==> src/rtl/fp_add_normalize.sv <==
// rtl/fp_add_normalize.sv - FP adder add/sub, normalize and IEEE-754 pack stage
//
// Two-stage pipeline that follows the alignment stage of the FP adder.
// Stage 1 adds or subtracts the aligned mantissas and resolves Inf/NaN operands.
// Stage 2 normalizes the sum (leading-zero shift, truncation only) and packs the result.
//
// Ports
//   clk, rstN                 clock, synchronous active-low reset
//   inValid / inReady         input handshake
//   inSignA / inSignB         operand signs
//   inExponent                common exponent from alignment
//   inAlignedMantissaA/B      {hidden, mantissa} after alignment
//   outValid / outReady       output handshake
//   outResult                 packed {sign, exp, mantissa}
//   outOverflow               finite operands overflowed to Inf
module fp_add_normalize #(
    parameter int EXP_W = 8,
    parameter int MANT_W = 23,
    parameter logic [EXP_W+MANT_W:0] QNAN = 32'h7FC00000
) (
    input  logic                    clk,
    input  logic                    rstN,
    input  logic                    inValid,
    output logic                    inReady,
    input  logic                    inSignA,
    input  logic                    inSignB,
    input  logic [EXP_W-1:0]        inExponent,
    input  logic [MANT_W:0]         inAlignedMantissaA,
    input  logic [MANT_W:0]         inAlignedMantissaB,
    output logic                    outValid,
    input  logic                    outReady,
    output logic [EXP_W+MANT_W:0]   outResult,
    output logic                    outOverflow
);

    localparam int LZ_W = $clog2(MANT_W + 2);
    localparam logic [EXP_W-1:0] EXP_ONES = '1;

    // Leading-zero count of a nonzero MANT_W+1 bit value; the highest set bit wins.
    function automatic logic [LZ_W-1:0] lzc(input logic [MANT_W:0] v);
        lzc = LZ_W'(MANT_W + 1);
        for (int i = 0; i <= MANT_W; i++) begin
            if (v[i]) lzc = LZ_W'(MANT_W - i);
        end
    endfunction

    // Pipeline registers
    logic                   s1_valid_q, s2_valid_q;
    logic [MANT_W+1:0]      sum_q, sum_d;
    logic                   sign_q, sign_d;
    logic                   zero_neg_q;
    logic [EXP_W-1:0]       exp_q;
    logic                   special_q, is_nan_q, inf_sign_q;
    logic [EXP_W+MANT_W:0]  result_q, result_d;
    logic                   ovf_q, ovf_d;

    logic s2_advance, s1_advance;
    assign s2_advance = !s2_valid_q || outReady;
    assign s1_advance = !s1_valid_q || s2_advance;
    assign inReady    = s1_advance;
    assign outValid   = s2_valid_q;
    assign outResult  = result_q;
    assign outOverflow = ovf_q;

    // Stage 1: special-operand detection. A cleared hidden bit with an all-ones
    // exponent marks the operand as Inf (zero mantissa) or NaN (nonzero mantissa).
    logic spec_a, spec_b, nan_a, nan_b, inf_a, inf_b, is_nan_d, inf_sign_d;
    always_comb begin
        spec_a     = (inExponent == EXP_ONES) && !inAlignedMantissaA[MANT_W];
        spec_b     = (inExponent == EXP_ONES) && !inAlignedMantissaB[MANT_W];
        nan_a      = spec_a && (inAlignedMantissaA[MANT_W-1:0] != '0);
        nan_b      = spec_b && (inAlignedMantissaB[MANT_W-1:0] != '0);
        inf_a      = spec_a && !nan_a;
        inf_b      = spec_b && !nan_b;
        is_nan_d   = nan_a || nan_b || (inf_a && inf_b && (inSignA != inSignB));
        inf_sign_d = inf_a ? inSignA : inSignB;
    end

    // Stage 1: magnitude add or subtract; the sign follows the larger magnitude.
    always_comb begin
        sum_d  = '0;
        sign_d = inSignA;
        if (inSignA == inSignB) begin
            sum_d = {1'b0, inAlignedMantissaA} + {1'b0, inAlignedMantissaB};
        end else if (inAlignedMantissaA >= inAlignedMantissaB) begin
            sum_d = {1'b0, inAlignedMantissaA} - {1'b0, inAlignedMantissaB};
        end else begin
            sum_d  = {1'b0, inAlignedMantissaB} - {1'b0, inAlignedMantissaA};
            sign_d = inSignB;
        end
    end

    // Stage 2: normalize and pack. Exponent math is one bit wider than the field.
    logic [EXP_W:0]   e_ext, e_inc, lz_ext, e_sub;
    logic [LZ_W-1:0]  lz;
    logic [MANT_W:0]  shifted;
    always_comb begin
        e_ext    = {1'b0, exp_q};
        e_inc    = e_ext + (EXP_W+1)'(1);
        lz       = lzc(sum_q[MANT_W:0]);
        lz_ext   = {{(EXP_W+1-LZ_W){1'b0}}, lz};
        e_sub    = e_ext - lz_ext;
        shifted  = '0;
        result_d = '0;
        ovf_d    = 1'b0;
        if (special_q) begin
            result_d = is_nan_q ? QNAN : {inf_sign_q, EXP_ONES, {MANT_W{1'b0}}};
        end else if (sum_q == '0) begin
            result_d = {zero_neg_q, {(EXP_W+MANT_W){1'b0}}};
        end else if (sum_q[MANT_W+1]) begin
            if (e_inc >= {1'b0, EXP_ONES}) begin
                result_d = {sign_q, EXP_ONES, {MANT_W{1'b0}}};
                ovf_d    = 1'b1;
            end else begin
                result_d = {sign_q, e_inc[EXP_W-1:0], sum_q[MANT_W:1]};
            end
        end else if (exp_q == '0) begin
            // Subnormal pair: a carry into the hidden position yields exponent 1.
            result_d = {sign_q, {(EXP_W-1){1'b0}}, sum_q[MANT_W], sum_q[MANT_W-1:0]};
        end else if (lz_ext < e_ext) begin
            shifted  = sum_q[MANT_W:0] << lz;
            result_d = {sign_q, e_sub[EXP_W-1:0], shifted[MANT_W-1:0]};
        end else begin
            // Shift only as far as the exponent allows; the result stays subnormal.
            shifted  = sum_q[MANT_W:0] << (e_ext - (EXP_W+1)'(1));
            result_d = {sign_q, {EXP_W{1'b0}}, shifted[MANT_W-1:0]};
        end
    end

    always_ff @(posedge clk) begin
        if (!rstN) begin
            s1_valid_q <= 1'b0;
            s2_valid_q <= 1'b0;
            sum_q      <= '0;
            sign_q     <= 1'b0;
            zero_neg_q <= 1'b0;
            exp_q      <= '0;
            special_q  <= 1'b0;
            is_nan_q   <= 1'b0;
            inf_sign_q <= 1'b0;
            result_q   <= '0;
            ovf_q      <= 1'b0;
        end else begin
            if (s1_advance) begin
                s1_valid_q <= inValid;
                if (inValid) begin
                    sum_q      <= sum_d;
                    sign_q     <= sign_d;
                    zero_neg_q <= inSignA && inSignB;
                    exp_q      <= inExponent;
                    special_q  <= spec_a || spec_b;
                    is_nan_q   <= is_nan_d;
                    inf_sign_q <= inf_sign_d;
                end
            end
            if (s2_advance) begin
                s2_valid_q <= s1_valid_q;
                if (s1_valid_q) begin
                    result_q <= result_d;
                    ovf_q    <= ovf_d;
                end
            end
        end
    end

endmodule
==> config.mk <==
export PLATFORM = sky130hd
export DESIGN_NAME = fp_add_normalize
export DESIGN_NICKNAME = d
export VERILOG_FILES = /design/src/rtl/fp_add_normalize.sv
export SDC_FILE = /design/constraint.sdc
export NUM_CORES = 1
export LEC_CHECK = 0
export CELL_PAD_IN_SITES_DETAIL_PLACEMENT = 2
export CELL_PAD_IN_SITES_GLOBAL_PLACEMENT = 2
export CORE_UTILIZATION = 30
export DETAILED_ROUTE_END_ITERATION = 12
export GPL_TIMING_DRIVEN = 0
export PLACE_DENSITY_LB_ADDON = 0.05
export SETUP_SLACK_MARGIN = 0.02
export SLEW_MARGIN = 0
export SYNTH_ARGS = -nofsm -noshare
export SYNTH_HDL_FRONTEND = slang
export SYNTH_SLANG_ARGS = --single-unit
export TNS_END_PERCENT = 10
==> constraint.sdc <==
create_clock -name clk -period 4.05 [get_ports clk]
set_input_delay 0.81 -clock clk [delete_from_list [all_inputs] [get_ports clk]]
set_output_delay 0.81 -clock clk [all_outputs]
set_load 0.01 [all_outputs]
== After elaboration in Yosys (flattened, before gate mapping) ==
Cells that the tools add are included.
Word-level totals
  output and inout bits: 35
  logic and storage cells: 91
  memory bits (read-only): 0
  RAM bits: 0
  input bits: 62
  bits in latches: 0
  memories: 0
  flip-flop bits (word level): 73
Operators by class
  add/sub/neg operators: 6
  shifts and indexed selects: 2
  order comparisons: 3
  $mul: 0
  bitwise gates (word level): 0
  equality and inequality tests: 3
  divide/modulo/power cells: 0
  mux-type cells: 40
  reductions and logical operators: 26
Operators by type and width (number)
  31-bit two-way mux: 4
  5-bit two-way mux: 23
  32-bit two-way mux: 3
  25-bit two-way mux: 2
  24-bit by 24-bit subtractor with 25-bit output: 2
  23-bit nonzero test: 2
  24-bit by 24-bit adder with 25-bit output: 1
  25-bit zero test: 1
  24-bit >= comparator: 1
  24-bit by 5-bit left shift with 23-bit output: 1
  24-bit by 9-bit left shift with 23-bit output: 1
  8-bit by 1-bit adder with 9-bit output, second input constant: 1
  9-bit by 8-bit >= comparator with 1-bit output, second input constant: 1
  1-bit logical AND: 9
  8-bit by 1-bit subtractor with 9-bit output, second input constant: 1
  8-bit == test, second input constant: 1
  8-bit zero test: 1
  5-bit by 8-bit < comparator with 1-bit output: 1
  8-bit by 5-bit subtractor with 8-bit output: 1
  1-bit two-way mux: 7
  1-bit zero test: 6
  1-bit logical OR: 5
  4-bit two-way mux: 1
  2-bit AND reduction: 2
  2 further kinds: 2

== Longest topological paths before layout ==
Gate-level depths: netlist (run 1).
  depth after elaboration: 30
  mapped depth: 23
  mapped depth without buffers: 20

== Least setup slack after synthesis (run 1) ==
No wires, ideal clock.
  path type: flip-flop to flip-flop
  start point: reg sum_q[0]
  end point: reg result_q[7], in the netlist outResult[7]
  buffers on the path: 3
  required time: 3.933 ns
  arrival: 4.215 ns
  stages on the path, launching flop included: 21
  setup time: 0.117 ns
  path slack: -0.282 ns
  period minus slack after synthesis: 4.332 ns
  cell sequence: dfxtp_1 > buf_2 > nor2_1 > o31a_1 > o31ai_1 > a31oi_1 > or2_2 > fa_1 > a21o_1 > a21o_1 > a211oi_4 > nor2_2 > o21a_1 > or2_1 > buf_6 > buf_6 > a22o_4 > mux2i_4 > mux2i_1 > a221o_1 > a22o_1
On the way
  word-level cells in the longest chain between the ends: 30
  elaborated cells between the ends (all ways): 33
  those cells by class: 1 x order compare; 2 x shift; 29 x mux; 1 x reduce/logical
Ends and longest elaborated chain
  start, declared: RTL line 49  | logic [MANT_W+1:0] sum_q, sum_d;
  start signal, assigned: RTL line 147  | sum_q <= sum_d;
  4-bit two-way mux: RTL line 43  | if (v[i]) lzc = LZ_W'(MANT_W - i);
  5-bit two-way mux (23 in a row): RTL line 43
  5-bit by 8-bit < comparator with 1-bit output or 24-bit by 5-bit left shift with 23-bit output (tied branches): RTL line 120, 121
  31-bit two-way mux: RTL line 120  | end else if (lz_ext < e_ext) begin
  31-bit two-way mux: RTL line 117  | end else if (exp_q == '0) begin
  31-bit two-way mux: RTL line 110  | end else if (sum_q[MANT_W+1]) begin
  32-bit two-way mux (*): RTL line 108  | end else if (sum_q == '0) begin
  32-bit two-way mux (*): RTL line 106  | if (special_q) begin
  end signal, assigned: RTL line 159  | result_q <= result_d;
  end, declared: RTL line 54  | logic [EXP_W+MANT_W:0] result_q, result_d;
Every way passes the cells marked *; elsewhere a longest branch is shown, timed or not.
A chain may end at the register's enable or synchronous reset.

== Worst setup path after layout (run 1) ==
  start point: reg sum_q[4]
  end point: reg result_q[14], in the netlist outResult[14]
On the way
  word-level cells in the longest chain between the ends: 26
  elaborated cells between the ends (all ways): 29
  those cells by class: 1 x order compare; 2 x shift; 25 x mux; 1 x reduce/logical
Ends and longest elaborated chain (RTL line)
  5-bit two-way mux (20 in a row): 43
  5-bit by 8-bit < comparator with 1-bit output or 24-bit by 5-bit left shift with 23-bit output (tied branches): 120, 121
  31-bit two-way mux: 120
  31-bit two-way mux: 117
  31-bit two-way mux: 110
  32-bit two-way mux (*): 108
  32-bit two-way mux (*): 106
Marks and branches as above.

==> flow_summary_export.csv, run 1 <==
group,metric,value,unit
global_routing,grt_pass1_wl,72.04,mm
yosys,yosysWarnings,0,
yosys,synth_compound_area_frac,0.3379,
timing,fin_crit,4690,ps
layout,diodes,0,
timing,setup_slack,-640.4,ps
yosys,synth_cell_types,84,
detailed_routing,drt_iter0_drc,706,
global_routing,grt-ovfl-total,0,
layout,layout-drive-gt1-share,0.1729,
die,die_h,175.2,um
timing,setup_viol,35,
yosys,syn_avg_cell_area,6.961,sq um
layout,multi_input_area,0.007546,sq mm
global_routing,antenna_found_initial,0,
yosys,synth_xor_area_frac,0.02530,
clocking,path_clk_slew,60,ps
detailed_routing,first_pass_iters,5,
timing,drv_slew,0,
yosys,synth_edf_count,0,
clocking,cts_buffer_depth,2,
pwr,sw_frac_of_total,0.4905,
timing,final_hold_viol_count,0,
yosys,synth_fa_ha_area_frac,0.1215,
die,pin_count,97,
worst_setup_path,setup.worst_path.start_class,"flop",
pwr,leakage,0.004852,uW
yosys,yosysSeqAreaShare,0.1624,
worst_setup_path,crit_path_end_kind,"flop",
timing,finalSetupTns,-13190,ps
timing,slew-limit-headroom,0.03768,
run_status,status,"complete, but fails checks",
yosys,synth_nets,1440,
detailed_routing,wl_per_cell,26.98,um
detailed_routing,ant_nets,0,
die,dieArea,0.03070,sq mm
timing,finalCritPeriodShare,1.158,
global_routing,grt_pass1_vias,11456,
detailed_routing,routed_wl,49.37,mm
yosys,netlist_instances,1293,
pwr,p_seq_frac,0.156,
global_routing,grt_use_total,0.3084,
die,initial_core_util,0.3045,
detailed_routing,vias,11034,
placement,place_inst,1780,
global_routing,grt_max_degree,12,
layout,layoutNonFillerInstCount,1830,
pwr,ir_drop,0.3023,mV
yosys,muxShareOfSynthArea,0.04351,
pwr,p_clk_frac,0.145,
pwr,power_frac_comb,0.698,
layout,n_fill_cell,3446,
pwr,power.switching,2868,uW
placement,io_buffers,96,
yosys,synth_top_family_by_area,"compound AO/OA/AOI/OAI gates",
placement,place_area,0.01051,sq mm
timing,grt_setup_unrepaired,"true",
pwr,design_power_total,5847,uW
layout,nNetsFinal,1583,
worst_setup_path,worstPathArrival,4900,ps
detailed_routing,vias_per_cell,6.030,
placement,gp_congestion,0.9222,
placement,dp_hpwl,37.32,mm
die,fp.coreArea,0.02956,sq mm
yosys,ys_async_sr_fraction,0,
layout,final-seq-area,0.001483,sq mm
worst_setup_path,crit_fanout,8,
timing,worst_pin_slew,1432,ps
clocking,clk_latency,360,ps
pwr,p_int,2979,uW
clocking,cts_buffers,9,
worst_setup_path,crit_required,4260,ps
worst_setup_path,crit_type,"flop to flop",
die,fp.dieW,175.2,um
yosys,synth_area,0.009001,sq mm
worst_hold_path,hold_class,"flop to flop",
timing,fmax,213.2,MHz
clocking,cts_tree,"yes",
timing,skew,9.089,ps
detailed_routing,drcViolationCount,0,
die,row_count,63,
layout,fin_area,0.01209,sq mm
layout,areaGrowthSynthToFinish,34.31,%
run_status,violations,"setup timing",
clocking,h-tree-depth,3,
yosys,synth_seq_cells,73,
yosys,synth_ff_type,"dfxtp_1",
yosys,yosys.area_share.simple,0.2235,
clocking,cts_sinks,73,
pwr,p_per_area,483.7,mW/mm^2
clocking,cts-root-buf,"clkbuf_16",
flow_run,max_cap_viol_count,0,
## layout by cell type (no fill, tap or decap), types with 14 or more instances in the layout
cell             count
a21o_1              22
a21oi_1            131
a221o_1             15
buf_4               45
clkbuf_1            41
clkdlybuf4s50_1     92
dfxtp_1             62
ha_1                78
inv_1               88
mux2i_1             19
nand2_1            133
nand3_1             35
nand4_1             19
nor2_1             104
nor2b_1             14
nor3_1              31
nor4_1              16
o211ai_1            14
o21ai_0             60
o21bai_1            14
xnor2_1             21
## cells by family after synthesis
logic type | Yosys count
xor gates and xnor gates | 26
DFF | 73
adders and majority gates | 85
muxes | 37
and+or+nand+nor | 430
AOI/OAI and AO/OA | 451
buffers and inverters | 191
## worst paths after layout
| kind | from | endpoint | slack (ps) | depth (start not counted) |
|---|---|---|---|---|
| worst min register to register | outResult[18] | outResult[18] | 470 | 2 |
| worst max register to register | sum_q[4] | outResult[14] | -640 | 20 |
| worst min-delay path | outResult[18] | outResult[18] | 470 | 2 |
| worst max-delay path | sum_q[4] | outResult[14] | -640 | 20 |
## repair_timing
action | 4_1_cts | 5_1_grt
pin swaps | 33 | 29
endpoints found under the setup margin | 53 | 50
gates resized for setup | 136 | 96
buffers inserted | 24 | 25
gates cloned | 3 | 0
hold buffers | 0 | 0
## final cells by class
type | count | area share
Clock buffer | 12 | 0.02122
Inverter | 90 | 0.02794
Multi-Input combinational cell | 1030 | 0.6242
Timing Repair Buffer | 148 | 0.1165
Clock inverter | 3 | 0.003312
Sequential cell | 73 | 0.1226
Tap cell | 390 | 0.04036
Buffer | 84 | 0.04378
## worst max-delay path: stages (launching register included)
cell and delay (ps):
dfxtp_4 400, or4_4 580, o21ai_1 150, nand2_1 80
a21boi_2 290, inv_1 120, ha_1 360, a21o_1 210
a21o_4 220, a211oi_4 280, nor2_4 90, o21a_1 140
or2_4 260, buf_8 150, buf_8 140, a22o_4 250
a221oi_4 360, buf_6 160, o31ai_2 60, a21oi_2 180
nor3_1 70
## power groups by stage
| stage | Sequential [uW] | Combinational, uW | Clock, uW |
|---|---|---|---|
| 2_1_floorplan | 848 | 1890 | 0 |
| 3_3_place_gp | 848 | 2880 | 0 |
| 3_5_place_dp | 852 | 2900 | 0 |
| 4_1_cts | 894 | 3360 | 859 |
| 5_1_grt | 917 | 4260 | 882 |
| 6_report | 915 | 4080 | 848 |
## flip-flops by register name (all words and copies together) (netlist names)
signal / flops
is_nan_q: 1
inf_sign_q: 1
outValid: 1
outResult: 32
exp_q: 8
special_q: 1
outOverflow: 1
s1_valid_q: 1
sum_q: 25
zero_neg_q: 1
sign_q: 1
## through the flow
stage	util	setup slack, ps	hold WS, ps
floorplan	-	-54.49	435.3
global placement	0.3553	-1470	445.2
detailed placement	0.3555	-1558	463.2
CTS	0.3886	-589.9	470.9
global route	0.4090	-774.5	495.1
finish	0.4090	-640.4	468.0
## cell usage after synthesis (5+ instances only)
library cell  count  share of area
a211oi_1         16          0.013
a21o_1           23          0.019
a21oi_1         142          0.079
a221o_1          15          0.017
a221oi_1         15          0.015
a22o_1           15          0.015
a22oi_1           8         0.0067
a31oi_1          13         0.0090
a32oi_1           8         0.0078
and2_1            8         0.0056
and3_1            7         0.0049
buf_1            13         0.0054
buf_2            12         0.0067
clkbuf_1         71          0.030
dfxtp_1          73           0.16
ha_1             81           0.11
inv_1            89          0.037
mux2_2            7         0.0088
mux2i_1          29          0.032
nand2_1         140          0.058
nand2b_1          8         0.0056
nand3_1          37          0.021
nand4_1          19          0.013
nor2_1          110          0.046
nor2b_1          14         0.0097
nor3_1           35          0.019
nor4_1           20          0.014
o211ai_1         14          0.012
o21a_1           10         0.0083
o21ai_0          74          0.041
o21ai_1           6         0.0033
o21bai_1         16          0.013
o22ai_1           6         0.0042
o31ai_1           8         0.0067
or3_1            11         0.0076
xnor2_1          21          0.020
xor2_1            5         0.0049
## routing by layer
layer | GRT usage | part of all wire | vias to the layer above | routed length (um)
met3 | 0.02742 | 0.042 | 128 | 2086
met2 | 0.5693 | 0.50 | 353 | 24750
met4 | 0.1065 | 0.044 | 0 | 2190
met1 | 0.3699 | 0.41 | 5562 | 20340
li1 | - | - | 4991 | -
met5 | 0 | 0 | - | 0
Power figures use the tool's default switching activity.
==> inputs of run 2 (changes only) <==
Settings changed: CELL_PAD_IN_SITES_DETAIL_PLACEMENT 2 to 0, CELL_PAD_IN_SITES_GLOBAL_PLACEMENT 2 to 1, CORE_UTILIZATION 30 to 38, SLEW_MARGIN 0 to not set.
==> flow_summary_export.csv, run 2 (synthesis results as in run 1) <==
group,metric,value,unit
worst_setup_path,critPathTopFamily,"compound AO/OA/AOI/OAI gates",
layout,final_common_cell,"nand2_1",
timing,worst_pin_slew,1302,ps
die,pin_count,97,
die,initial_core_util,0.3928,
worst_setup_path,crit_chain,"buf_8 > clkinvlp_4 > a21oi_2 > o21bai_2 > a211oi_4 > nor2_1 > nor2_1 > ha_2 > inv_2 > fa_2 > a21o_1 > a21o_1 > a211oi_4 > nor2_4 > o21a_1 > or2_1 > buf_6 > buf_6 > a22o_1 > mux2i_1 > mux2i_1 > a222oi_1 > o21ai_1",
worst_setup_path,cp_slowest_cell,"a222oi_1",
die,dieArea,0.02431,sq mm
placement,place_inst,1702,
timing,setup_viol,40,
worst_setup_path,cp_num_buf_inv,5,
global_routing,grt-ovfl-total,0,
worst_setup_path,crit_fanout,6,
timing,skew,9.861,ps
run_status,status,"complete, but fails checks",
die,fp.dieW,155.9,um
worst_setup_path,crit_required,4260,ps
detailed_routing,routed_wl,39.35,mm
pwr,p_per_area,452.0,mW/mm^2
run_status,violations,"setup timing",
pwr,ir_drop,0.2353,mV
timing,finalCritPeriodShare,1.151,
timing,fmax,214.5,MHz
worst_hold_path,hold_start,"outResult[18]",
global_routing,grt_pass1_vias,10207,
worst_setup_path,reg2reg_from,"sum_q[18]",
clocking,path_clk_slew,60,ps
worst_setup_path,crit_type,"flop to flop",
timing,fin_crit,4662,ps
clocking,cts_sinks,73,
global_routing,antenna_found_initial,0,
placement,pre_cts_ws,-1294,ps
timing,finalSetupTns,-11440,ps
worst_setup_path,cp_num_cells,23,
layout,fin_area,0.01169,sq mm
timing,drv_slew,0,
detailed_routing,ant_nets,0,
timing,grt_setup_unrepaired,"true",
worst_setup_path,crit_start,"sum_q[18]",
layout,final_cell_mix,"nand2_1 (137), a21oi_1 (136), nor2_1 (105), clkdlybuf4s50_1 (95), inv_1 (87)",
flow_run,max_cap_viol_count,0,
layout,largest_register_ffs,32,
placement,place_area,0.01041,sq mm
clocking,cts_tree,"yes",
placement,io_buffers,96,
die,fp.coreArea,0.02292,sq mm
die,row_count,55,
worst_setup_path,worstRegToRegCells,23,
worst_setup_path,worstPathArrival,4870,ps
layout,diodes,0,
detailed_routing,wl_per_cell,22.47,um
global_routing,grt_max_degree,14,
die,die_h,155.9,um
pwr,design_power_total,5286,uW
timing,setup_slack,-612.3,ps
timing,slew-limit-headroom,0.1251,
worst_hold_path,hold_class,"flop to flop",
global_routing,grt_pass1_wl,59.98,mm
layout,nNetsFinal,1580,
clocking,h-tree-depth,3,
worst_setup_path,r2r-end,"outResult[9]",
layout,layout-drive-gt1-share,0.1433,
timing,final_hold_viol_count,0,
clocking,clk_latency,340,ps
clocking,cts_buffer_depth,2,
worst_hold_path,hold_depth,2,
clocking,cts-root-buf,"clkbuf_16",
pwr,leakage,0.004753,uW
global_routing,grt_use_total,0.3233,
worst_setup_path,setup.worst_path.start_class,"flop",
placement,gp_congestion,0.9834,
layout,areaGrowthSynthToFinish,29.90,%
worst_setup_path,crit_path_end_kind,"flop",
detailed_routing,drt_iter0_drc,859,
detailed_routing,vias,10489,
worst_setup_path,r2r_slack,-610,ps
detailed_routing,first_pass_iters,7,
detailed_routing,drcViolationCount,0,
worst_hold_path,worstHoldEndpoint,"outResult[18]",
clocking,hold_buffers,0,
detailed_routing,vias_per_cell,5.990,
placement,dp_hpwl,30.93,mm
worst_setup_path,cp_slowest_stage_delay,520,ps
layout,layoutNonFillerInstCount,1751,
clocking,cts_buffers,9,
-- run 2: cell count changes in the layout (fill, tap and decap cells not counted), sizes merged, moves of 2 or more --
| cell | delta |
|---|---|
| bufinv | +2 |
| clkdlybuf4s50 | +3 |
| buf | -5 |
| dlygate4sd2 | -2 |
-- run 2: power breakdown --
part | switching [uW] | internal [uW]
Sequential | 123 | 791
Combinational | 1980 | 1450
Clock | 332 | 606
-- run 2: worst register-to-register path, cell delays in order (launching register included) --
cell and delay (ps):
dfxtp_2 330, buf_8 110, clkinvlp_4 140, a21oi_2 180, o21bai_2 100, a211oi_4 300
nor2_1 80, nor2_1 130, ha_2 190, inv_2 50, fa_2 350, a21o_1 160
a21o_1 220, a211oi_4 290, nor2_4 70, o21a_1 130, or2_1 220, buf_6 140
buf_6 120, a22o_1 200, mux2i_1 210, mux2i_1 160, a222oi_1 520, o21ai_1 130
-- run 2: metrics by stage --
stage	utilization	hold slack, ps
floorplan	-	435.3
global placement	0.4541	441.3
detailed placement	0.4541	448.0
CTS	0.4895	456.3
global route	0.5102	478.5
finish	0.5102	453.4
-- run 2: how the worst max path moves through the flow --
stage / endpoint / slack (ps)
2_1_floorplan: outResult[7] / -50
3_3_place_gp: sum_q[4] / -1350
3_5_place_dp: sum_q[4] / -1290
4_1_cts: outResult[8] / -510
5_1_grt: outResult[9] / -800
6_report: outResult[9] / -610
-- run 2: per-layer routing --
metal | track usage | wire length [um] | up-vias
met2 | 0.5719 | 19280 | 464
met4 | 0.1499 | 1775 | 0
met5 | 0 | 0 | -
met3 | 0.03472 | 2335 | 115
li1 | - | - | 4997
met1 | 0.3908 | 15950 | 4913
-- run 2: cell type report --
| cell class | count | area, sq um |
|---|---|---|
| fill | 2378 | 11220 |
| multi-input combinational | 1029 | 7302 |
| sequential | 73 | 1481 |
| timing repair buffer | 144 | 1345 |
| buffer | 86 | 489.2 |
| tap | 313 | 391.6 |
| inverter | 90 | 341.6 |
| clock buffer | 10 | 229.0 |
| clock inverter | 6 | 112.6 |
-- run 2: what timing repair did --
item                                    in CTS  in global routing
resized for setup                           91                 70
gates cloned                                 0                  1
setup buffers                               25                 22
pin swaps                                   22                 31
endpoints found under the setup margin      48                 44
==> inputs of run 3 (changes only) <==
--- a/config.mk
+++ b/config.mk
@@ -11,3 +11,3 @@
 export DETAILED_ROUTE_END_ITERATION = 12
-export GPL_TIMING_DRIVEN = 0
+export GPL_TIMING_DRIVEN = 1
 export PLACE_DENSITY_LB_ADDON = 0.05
--- a/constraint.sdc
+++ b/constraint.sdc
@@ -3,2 +3,2 @@
 set_output_delay 0.81 -clock clk [all_outputs]
-set_load 0.01 [all_outputs]
+set_load 0.02 [all_outputs]
==> flow_summary_export.csv, run 3 (synthesis results as in run 1) <==
group,metric,value,unit
layout,diodes,0,
worst_setup_path,crit_start,"sum_q[0]",
timing,skew,10.30,ps
detailed_routing,wl_per_cell,20.86,um
clocking,cts_tree,"yes",
placement,gp_congestion,1.041,
layout,largest_register_ffs,32,
global_routing,antenna_found_initial,0,
clocking,h-tree-depth,3,
worst_setup_path,cp_slowest_stage_delay,390,ps
pwr,p_per_area,444.4,mW/mm^2
die,fp.coreArea,0.02292,sq mm
layout,final_common_cell,"buf_4",
placement,dp_hpwl,31.78,mm
die,initial_core_util,0.3928,
pwr,leakage,0.005961,uW
die,dieArea,0.02431,sq mm
worst_hold_path,hold_class,"flop to flop",
die,die_h,155.9,um
global_routing,grt_pass1_wl,61.87,mm
placement,pre_cts_ws,-591.4,ps
clocking,cts_buffers,9,
detailed_routing,vias,11328,
worst_hold_path,hold_depth,2,
detailed_routing,drcViolationCount,0,
timing,setup_slack,-274.2,ps
worst_setup_path,cp_num_cells,22,
run_status,violations,"setup timing",
layout,nNetsFinal,1789,
pwr,ir_drop,0.2661,mV
die,fp.dieW,155.9,um
detailed_routing,drt_iter0_drc,1088,
die,pin_count,97,
worst_setup_path,crit_required,4290,ps
timing,final_hold_viol_count,0,
timing,fmax,231.3,MHz
layout,areaGrowthSynthToFinish,49.67,%
worst_setup_path,reg2reg_from,"sum_q[0]",
timing,slew-limit-headroom,0.4051,
global_routing,grt_use_total,0.3333,
worst_setup_path,cp_slowest_cell,"a211o_4",
run_status,status,"complete, but fails checks",
clocking,cts-root-buf,"clkbuf_16",
timing,worst_pin_slew,885.5,ps
timing,drv_slew,0,
clocking,path_clk_slew,70,ps
worst_setup_path,crit_path_end_kind,"flop",
placement,io_buffers,96,
timing,fin_crit,4324,ps
worst_setup_path,setup.worst_path.start_class,"flop",
worst_setup_path,crit_fanout,5,
clocking,clk_latency,350,ps
worst_setup_path,crit_type,"flop to flop",
layout,final_util,0.5879,
clocking,cts_buffer_depth,2,
timing,grt_setup_unrepaired,"true",
pwr,design_power_total,5987,uW
timing,finalCritPeriodShare,1.068,
timing,setup_viol,21,
worst_setup_path,critPathTopFamily,"compound AO/OA/AOI/OAI gates",
worst_setup_path,worstRegToRegCells,22,
layout,fin_area,0.01347,sq mm
detailed_routing,vias_per_cell,5.780,
placement,place_area,0.01245,sq mm
detailed_routing,first_pass_iters,6,
flow_run,max_cap_viol_count,0,
timing,finalSetupTns,-3408,ps
worst_hold_path,hold_start,"zero_neg_q",
global_routing,grt_pass1_vias,10910,
global_routing,grt-ovfl-total,0,
worst_setup_path,cp_num_buf_inv,3,
worst_setup_path,worstPathArrival,4560,ps
detailed_routing,routed_wl,40.88,mm
die,row_count,55,
layout,final_cell_mix,"buf_4 (329), a21oi_1 (141), nand2_1 (134), nor2_1 (101), clkdlybuf4s50_1 (96)",
detailed_routing,ant_nets,0,
worst_setup_path,crit_chain,"nor2b_4 > o21ai_2 > a21o_1 > a211oi_2 > nor2_1 > nor2_1 > ha_2 > inv_2 > fa_2 > a21o_1 > a21o_1 > a211o_4 > a211o_4 > o31ai_4 > buf_4 > nand2_1 > buf_6 > a211oi_2 > a221oi_2 > nor2_1 > o31ai_1 > o32ai_1",
layout,layout-drive-gt1-share,0.2866,
clocking,cts_sinks,73,
global_routing,grt_max_degree,41,
==> run 3: area by class of cell <==
| class | instances | area, sq um |
|---|---|---|
| clock inverters | 7 | 76.32 |
| fillers | 2201 | 9444 |
| clock buffers | 9 | 225.2 |
| well taps | 313 | 391.6 |
| multi-input cells | 1031 | 7355 |
| repair buffers | 437 | 3618 |
| inverters | 90 | 337.8 |
| flip-flops and latches | 73 | 1468 |
==> run 3: where the power goes <==
part	total (uW)	switching (uW)	internal [uW]
Combinational	4290	2260	2040
Clock	837	355	482
Sequential	856	67.0	789
==> run 3: worst register-to-register path, cell delays in order (launching register included) <==
cell and delay (ps):
dfxtp_2 350, nor2b_4 150, o21ai_2 50, a21o_1 160, a211oi_2 240, nor2_1 70, nor2_1 130, ha_2 190
inv_2 40, fa_2 340, a21o_1 160, a21o_1 210, a211o_4 390, a211o_4 370, o31ai_4 130, buf_4 200
nand2_1 80, buf_6 130, a211oi_2 240, a221oi_2 70, nor2_1 140, o31ai_1 80, o32ai_1 280
==> run 3: timing repair <==
action | in CTS | in global routing
resized for setup | 50 | 69
hold buffers | 0 | 0
gates cloned | 1 | 2
endpoints found under the setup margin | 29 | 36
pin swaps | 12 | 30
buffers inserted | 11 | 5
==> run 3: path summary, 6_finish.rpt <==
check	to	slack (ps)
max	outResult[22]	-270
min	zero_neg_q	460
max reg2reg	outResult[22]	-270
min reg2reg	zero_neg_q	460
==> run 3: through the flow <==
step,hold WS [ps],instances
2_1_floorplan,435.3,1293
3_3_place_gp,446.6,1927
3_5_place_dp,448.9,1927
4_1_cts,458.2,1955
5_1_grt,477.0,1960
6_report,455.7,1960
==> run 3: routing by layer <==
metal / global-route usage / wire, um / part of all wire
met3: 0.03111 / 2245 / 0.055
met1: 0.4063 / 16680 / 0.41
met4: 0.1849 / 2216 / 0.054
met5: 0 / 0 / 0
met2: 0.5748 / 19740 / 0.48
